[src/rtl/chrono_pkg.sv]
// chrono_pkg: shared state enum, digit struct and 7-segment code table for the lap timer
package chrono_pkg;
  typedef enum logic [1:0] {STOPPED, RUN, LAP} state_t;
  typedef struct packed {
    logic [3:0] h_t;
    logic [3:0] h_u;
    logic [3:0] m_t;
    logic [3:0] m_u;
    logic [3:0] s_t;
    logic [3:0] s_u;
    logic [3:0] c_t;
    logic [3:0] c_u;
  } digits_t;
  localparam logic [6:0] SEG_DIGIT [0:9] = '{
    7'b1000000, 7'b1111001, 7'b0100100, 7'b0110000, 7'b0011001,
    7'b0010010, 7'b0000010, 7'b1111000, 7'b0000000, 7'b0010000
  };
  localparam logic [6:0] SEG_DASH = 7'b0111111;
  localparam logic [7:0][3:0] DIG_MAX = {4'd9, 4'd9, 4'd5, 4'd9, 4'd5, 4'd9, 4'd9, 4'd9};
  function automatic logic [6:0] seg_encode(input logic [3:0] v);
    return (v <= 4'd9) ? SEG_DIGIT[v] : SEG_DASH;
  endfunction
endpackage

[src/rtl/seg7_decode.sv]
// seg7_decode: BCD digit to 7-segment pattern with selectable polarity
module seg7_decode
  import chrono_pkg::*;
#(
  parameter bit ACTIVE_LOW = 1'b1
) (
  input  logic [3:0] bcd,
  output logic [6:0] seg
);
  assign seg = ACTIVE_LOW ? seg_encode(bcd) : ~seg_encode(bcd);
endmodule

[src/rtl/chrono_lap_timer.sv]
// chrono_lap_timer: prescaled HH:MM:SS:cc stopwatch with lap freeze and direct 7-segment drive
module chrono_lap_timer
  import chrono_pkg::*;
#(
  parameter int CLK_HZ         = 50000000,
  parameter int TICK_HZ        = 100,
  parameter int MAX_HOURS      = 24,
  parameter bit SEG_ACTIVE_LOW = 1'b1
) (
  input  logic       clk,
  input  logic       reset,
  input  logic       start_stop,
  input  logic       lap,
  input  logic       clear,
  output logic       running,
  output logic       lap_active,
  output logic       rollover,
  output logic [6:0] disp0,
  output logic [6:0] disp1,
  output logic [6:0] disp2,
  output logic [6:0] disp3,
  output logic [6:0] disp4,
  output logic [6:0] disp5,
  output logic [6:0] disp6,
  output logic [6:0] disp7
);
  localparam int DIV = CLK_HZ / TICK_HZ;
  localparam int PW = (DIV > 1) ? $clog2(DIV) : 1;
  localparam logic [PW-1:0] PRE_LAST = PW'(DIV - 1);
  localparam logic [7:0] HOUR_LAST = 8'(MAX_HOURS - 1);

  state_t state_q, state_d;
  digits_t dig_q, dig_d, latch_q, latch_d, shown;
  logic [PW-1:0] pre_q, pre_d;
  logic lap_q, lap_d, roll_q, roll_d, tick;
  logic [7:0][3:0] cur, nxt, show_v;
  logic [7:0] at_max, hours;
  logic carry, wrap;
  logic [7:0][6:0] seg;

  // prescaler advances only while counting and is zeroed by clear
  always_comb begin
    tick = (state_q != STOPPED) && (pre_q == PRE_LAST);
    pre_d = clear ? '0 : (state_q == STOPPED) ? pre_q : (pre_q == PRE_LAST) ? '0 : pre_q + 1'b1;
  end

  // ripple the tick through the BCD digits in one cycle; hour wrap uses the full two-digit value
  always_comb begin
    cur = dig_q;
    carry = tick;
    for (int k = 0; k < 8; k++) begin
      at_max[k] = cur[k] == DIG_MAX[k];
      nxt[k] = carry ? (at_max[k] ? 4'd0 : cur[k] + 4'd1) : cur[k];
      carry = carry & at_max[k];
    end
    hours = 8'(cur[7]) * 8'd10 + 8'(cur[6]);
    wrap = tick & (&at_max[5:0]) & (hours == HOUR_LAST);
    dig_d = (clear | wrap) ? '0 : digits_t'(nxt);
    roll_d = wrap & ~clear;
  end

  // run/stop/lap control; start_stop takes precedence over a coincident lap
  always_comb begin
    state_d = state_q;
    lap_d = lap_q;
    latch_d = latch_q;
    if (start_stop) begin
      state_d = (state_q == STOPPED) ? RUN : STOPPED;
    end else if (lap) begin
      case (state_q)
        RUN: begin
          state_d = LAP;
          lap_d = 1'b1;
          latch_d = dig_q;
        end
        LAP: begin
          state_d = RUN;
          lap_d = 1'b0;
        end
        default: lap_d = 1'b0;
      endcase
    end
  end

  // all state registers, cleared asynchronously
  always_ff @(posedge clk or negedge reset) begin
    if (!reset) begin
      state_q <= STOPPED;
      dig_q <= '0;
      latch_q <= '0;
      pre_q <= '0;
      lap_q <= 1'b0;
      roll_q <= 1'b0;
    end else begin
      state_q <= state_d;
      dig_q <= dig_d;
      latch_q <= latch_d;
      pre_q <= pre_d;
      lap_q <= lap_d;
      roll_q <= roll_d;
    end
  end

  assign running = state_q != STOPPED;
  assign lap_active = lap_q;
  assign rollover = roll_q;
  assign shown = lap_q ? latch_q : dig_q;
  assign show_v = shown;

  for (genvar g = 0; g < 8; g++) begin : g_seg
    seg7_decode #(.ACTIVE_LOW(SEG_ACTIVE_LOW)) u_seg (.bcd(show_v[g]), .seg(seg[g]));
  end

  assign disp0 = seg[0];
  assign disp1 = seg[1];
  assign disp2 = seg[2];
  assign disp3 = seg[3];
  assign disp4 = seg[4];
  assign disp5 = seg[5];
  assign disp6 = seg[6];
  assign disp7 = seg[7];
endmodule

[config.mk]
export PLATFORM = sky130hd
export DESIGN_NAME = chrono_lap_timer
export DESIGN_NICKNAME = d
export VERILOG_FILES = /design/src/rtl/chrono_pkg.sv /design/src/rtl/seg7_decode.sv /design/src/rtl/chrono_lap_timer.sv
export SDC_FILE = /design/constraint.sdc
export NUM_CORES = 1
export LEC_CHECK = 0
export ABC_AREA = 1
export BUFFER_PORTS_ARGS = -buffer_cell sky130_fd_sc_hd__clkbuf_2
export CORE_MARGIN = 2
export CORE_UTILIZATION = 60
export CTS_CLUSTER_DIAMETER = 50
export CTS_CLUSTER_SIZE = 25
export DETAILED_ROUTE_END_ITERATION = 12
export PLACE_DENSITY_LB_ADDON = 0.1
export SYNTH_ARGS = -nofsm -noshare
export SYNTH_HDL_FRONTEND = slang
export SYNTH_SLANG_ARGS = --single-unit
[constraint.sdc]
create_clock -name clk -period 3.61 [get_ports clk]
set_clock_uncertainty 0.2 [all_clocks]
set_input_delay 0.1805 -clock clk [delete_from_list [all_inputs] [get_ports clk]]
set_output_delay 0.1805 -clock clk [all_outputs]
set_load 0.05 [all_outputs]
==> results.toml <==
[status]
status = "finished clean"

[critical_path]
path_max_fanout = 21
cp.depth = 15
end_kind = "flip-flop"
cpMostUsedCell = "nand2_1"
startpoint_type = "flip-flop"
cp_slowest_cell = "fa_1"
path_class = "flip-flop to flip-flop"
reg2reg_slack_ns = 0.33
cp_data_arrival_time_ns = 3.39
worst-r2r-cell-count = 15
r2r_end = "cur[28]$_DFFE_PN0P_"
required_ns = 3.72
rr_startpoint = "cur[29]$_DFFE_PN0P_"
crit_chain = "ha_1 -> ha_1 -> fa_1 -> nor2_1 -> nand2_1 -> nand2_1 -> nand2_1 -> nor2_1 -> nand3_1 -> nor2_2 -> nor2_4 -> nand2_1 -> nand2_1 -> nand2_1 -> nand2_1"
crit_buf_inv = 0
crit_family = "simple AND/OR/NAND/NOR gates"
max_stage_delay_ns = 0.53
crit_start = "cur[29]$_DFFE_PN0P_"

[placement]
numPortBuffers = 63
post-dp-hpwl_mm = 10.3
pre_cts_slack_ns = 0.0316
place_congestion = 0.902

[synth]
ys.flop_type = "dfrtp_1"
ys_warn_count = 0
async_flop_share = 1.00
synth.net_count = 927
synth_area_um2 = 6340
ys_ff_latch = 87
yosysSeqAreaShare = 0.343
synth_cell_type_count = 37
synth_enable_flop_cells = 0
postSynthAreaPerCell_um2 = 7.41
syn-instance-count = 856

[final_layout]
num-fill-cells = 880
syn_to_final_growth_pct = 11.2
nets = 997
multi_input_area_um2 = 3620
final-seq-area_um2 = 2180
final_util = 0.686
num_antenna_cells = 0
drive_above_1_share = 0.148

[power]
pwr-share-seq = 0.185
p_comb_frac = 0.696
power.density_nw_per_um2 = 821
p_leak_nw = 3.80
swShare = 0.606
p_int_mw = 2.28
max-vdd-ir-drop_uv = 699
clock_power_share = 0.119
p_switching_mw = 3.50

[global_routing]
grt_pass1_vias = 5440
grt_max_degree = 83
grt_overflow = 0
grt_first_pass_wirelength_mm = 23.8
antenna_found_initial = 0
grtUsageTotal = 0.250

[sta]
rsz0062_at_grt = "false"
finalHoldViolations = 0
finalSetupTns_ns = 0
tightest_slew_ns = 1.06
fin_ws_ns = 0.325
slew_viol_final = 0
relSlewSlack = 0.295
clock.fmax_mhz = 304
holdWs_ns = 0.279
post-route-period-util = 0.910
setup_viol = 0
fin_crit_ns = 3.28

[detailed_routing]
first_pass_iters = 6
via_per_inst = 5.40
ant_nets = 0
routed_wl_mm = 13.8
vias = 5755
avgRoutedWirePerCell_um = 13.0
drc = 0
first_iter_violations = 274

[die]
rows = 37
io_pins = 64
die_h_um = 107
die-area_um2 = 11400
die_x_um = 107
start_util = 0.617
core_um2 = 10300

[clock_tree]
h-tree-depth = 3
cts.sink_count = 87
cts_root_buffer = "clkbuf_8"
cts_setup_buffers = 0
path_clk_slew_ns = 0.09
clk_latency_ns = 0.36
cts-buffers-inserted = 9
clock_path_buffers = 2
cts_tree = "built"

[worst_hold_path]
min_delay_path_depth = 2
hold_class = "flip-flop to flip-flop"
min_from = "latch_q[9]$_DFFE_PN0P_"
min_to = "latch_q[9]$_DFFE_PN0P_"

[job]
max_cap_violations = 0
[Yosys cell counts (2+ instances only)]
cell / n / area, um2
a211oi_1: 2 / 15.0
a21oi_1: 26 / 130
a22oi_1: 2 / 15.0
a31oi_1: 5 / 31.3
buf_2: 2 / 10.0
buf_6: 2 / 22.5
clkbuf_1: 10 / 37.5
dfrtp_1: 87 / 2180
fa_1: 2 / 40.0
ha_1: 64 / 801
inv_1: 125 / 469
inv_2: 2 / 7.51
mux2_2: 5 / 56.3
nand2_1: 153 / 574
nand3_1: 52 / 260
nand3_2: 2 / 20.0
nand4_1: 16 / 100
nor2_1: 77 / 289
nor2_2: 5 / 31.3
nor3_1: 11 / 55.1
o211ai_1: 9 / 67.6
o21ai_0: 123 / 616
o21ai_1: 10 / 50.1
o21ai_2: 5 / 43.8
o31ai_1: 2 / 15.0
or2_2: 32 / 200
xnor2_1: 2 / 17.5
xor2_1: 14 / 123
[timing repair]
action / in CTS / in global routing
endpoints found under the setup margin: 0 / 14
endpoints found under the hold margin: 85 / 0
hold buffers: 4 / 0
resized for setup: 0 / 1
[cell families after synthesis]
logic type	synth area share
flip-flops	0.343
buffers and inverters	0.0870
AND/OR/NAND/NOR	0.248
multiplexers	0.00887
XOR/XNOR	0.0221
AO/OA/AOI/OAI	0.158
adder cells (fa/ha/maj)	0.133
[registers in the layout, summed over array words and instances, names as in the netlist]
register	flops
state_q	2
latch_q	32
lap_active	1
rollover	1
pre_q	19
cur	32
[per-stage QoR]
stage / cell area (um2) / total power, mW / std cells
after global placement: 6810 / 5.03 / 1047
after detailed placement: 6810 / 5.11 / 1047
after global routing: 7050 / 6.17 / 1066
final: 7050 / 5.79 / 1066
after CTS: 7050 / 5.81 / 1066
after floorplan: 6340 / 4.29 / 856
[how the worst max path moves through the flow]
stage	endpoint	slack, ns
3_5_place_dp	cur[31]$_DFFE_PN0P_	0.03
4_1_cts	cur[31]$_DFFE_PN0P_	0.01
6_report	cur[28]$_DFFE_PN0P_	0.33
5_1_grt	cur[31]$_DFFE_PN0P_	0.09
2_1_floorplan	disp7[3]	0.28
3_3_place_gp	cur[29]$_DFFE_PN0P_	0.18
[worst register-to-register path, cell delays in order (launching register included)]
cell     delay [ns]
dfrtp_1        0.49
ha_1           0.34
ha_1           0.22
fa_1           0.53
nor2_1         0.06
nand2_1        0.05
nand2_1        0.07
nand2_1        0.08
nor2_1         0.05
nand3_1        0.11
nor2_2         0.06
nor2_4         0.40
nand2_1        0.24
nand2_1        0.19
nand2_1        0.08
nand2_1        0.06
[layout make-up]
type                       instances  area share
tap                              136      0.0241
multi-input combinational        627       0.513
clock buffer                      12      0.0220
clock inverter                     3     0.00603
inverter                         127      0.0676
timing repair buffer              74      0.0582
sequential                        87       0.309
[power groups by stage]
stage / Sequential [mW] / Combinational, mW / Clock [mW]
2_1_floorplan: 1.10 / 3.19 / 0
6_report: 1.07 / 4.03 / 0.690
4_1_cts: 1.07 / 4.04 / 0.702
3_5_place_dp: 1.09 / 4.02 / 0
5_1_grt: 1.08 / 4.36 / 0.737
3_3_place_gp: 1.09 / 3.94 / 0
[layout by cell type (no fill, tap or decap), drive strengths merged]
cell type and count:
a211oi 2, a21oi 26, a22oi 2, a31oi 5, and2 1, buf 8
bufinv 1, clkbuf 74, clkinv 1, clkinvlp 1, dfrtp 87, dlygate4sd3 4
fa 2, ha 64, inv 127, mux2 5, nand2 154, nand3 54
nand3b 1, nand4 17, nor2 83, nor3 11, o211ai 9, o21a 1
o21ai 138, o21bai 1, o22ai 1, o31ai 2, or2 32, xnor2 2
xor2 14
[per-layer routing]
layer / track usage / wire length [um] / vias to the layer above
met5: 0 / 0 / -
met4: 0.0640 / 148 / 0
met1: 0.310 / 6260 / 2706
met2: 0.453 / 6930 / 109
met3: 0.0401 / 478 / 12
li1: - / - / 2928
Power figures use the tool's default switching activity.
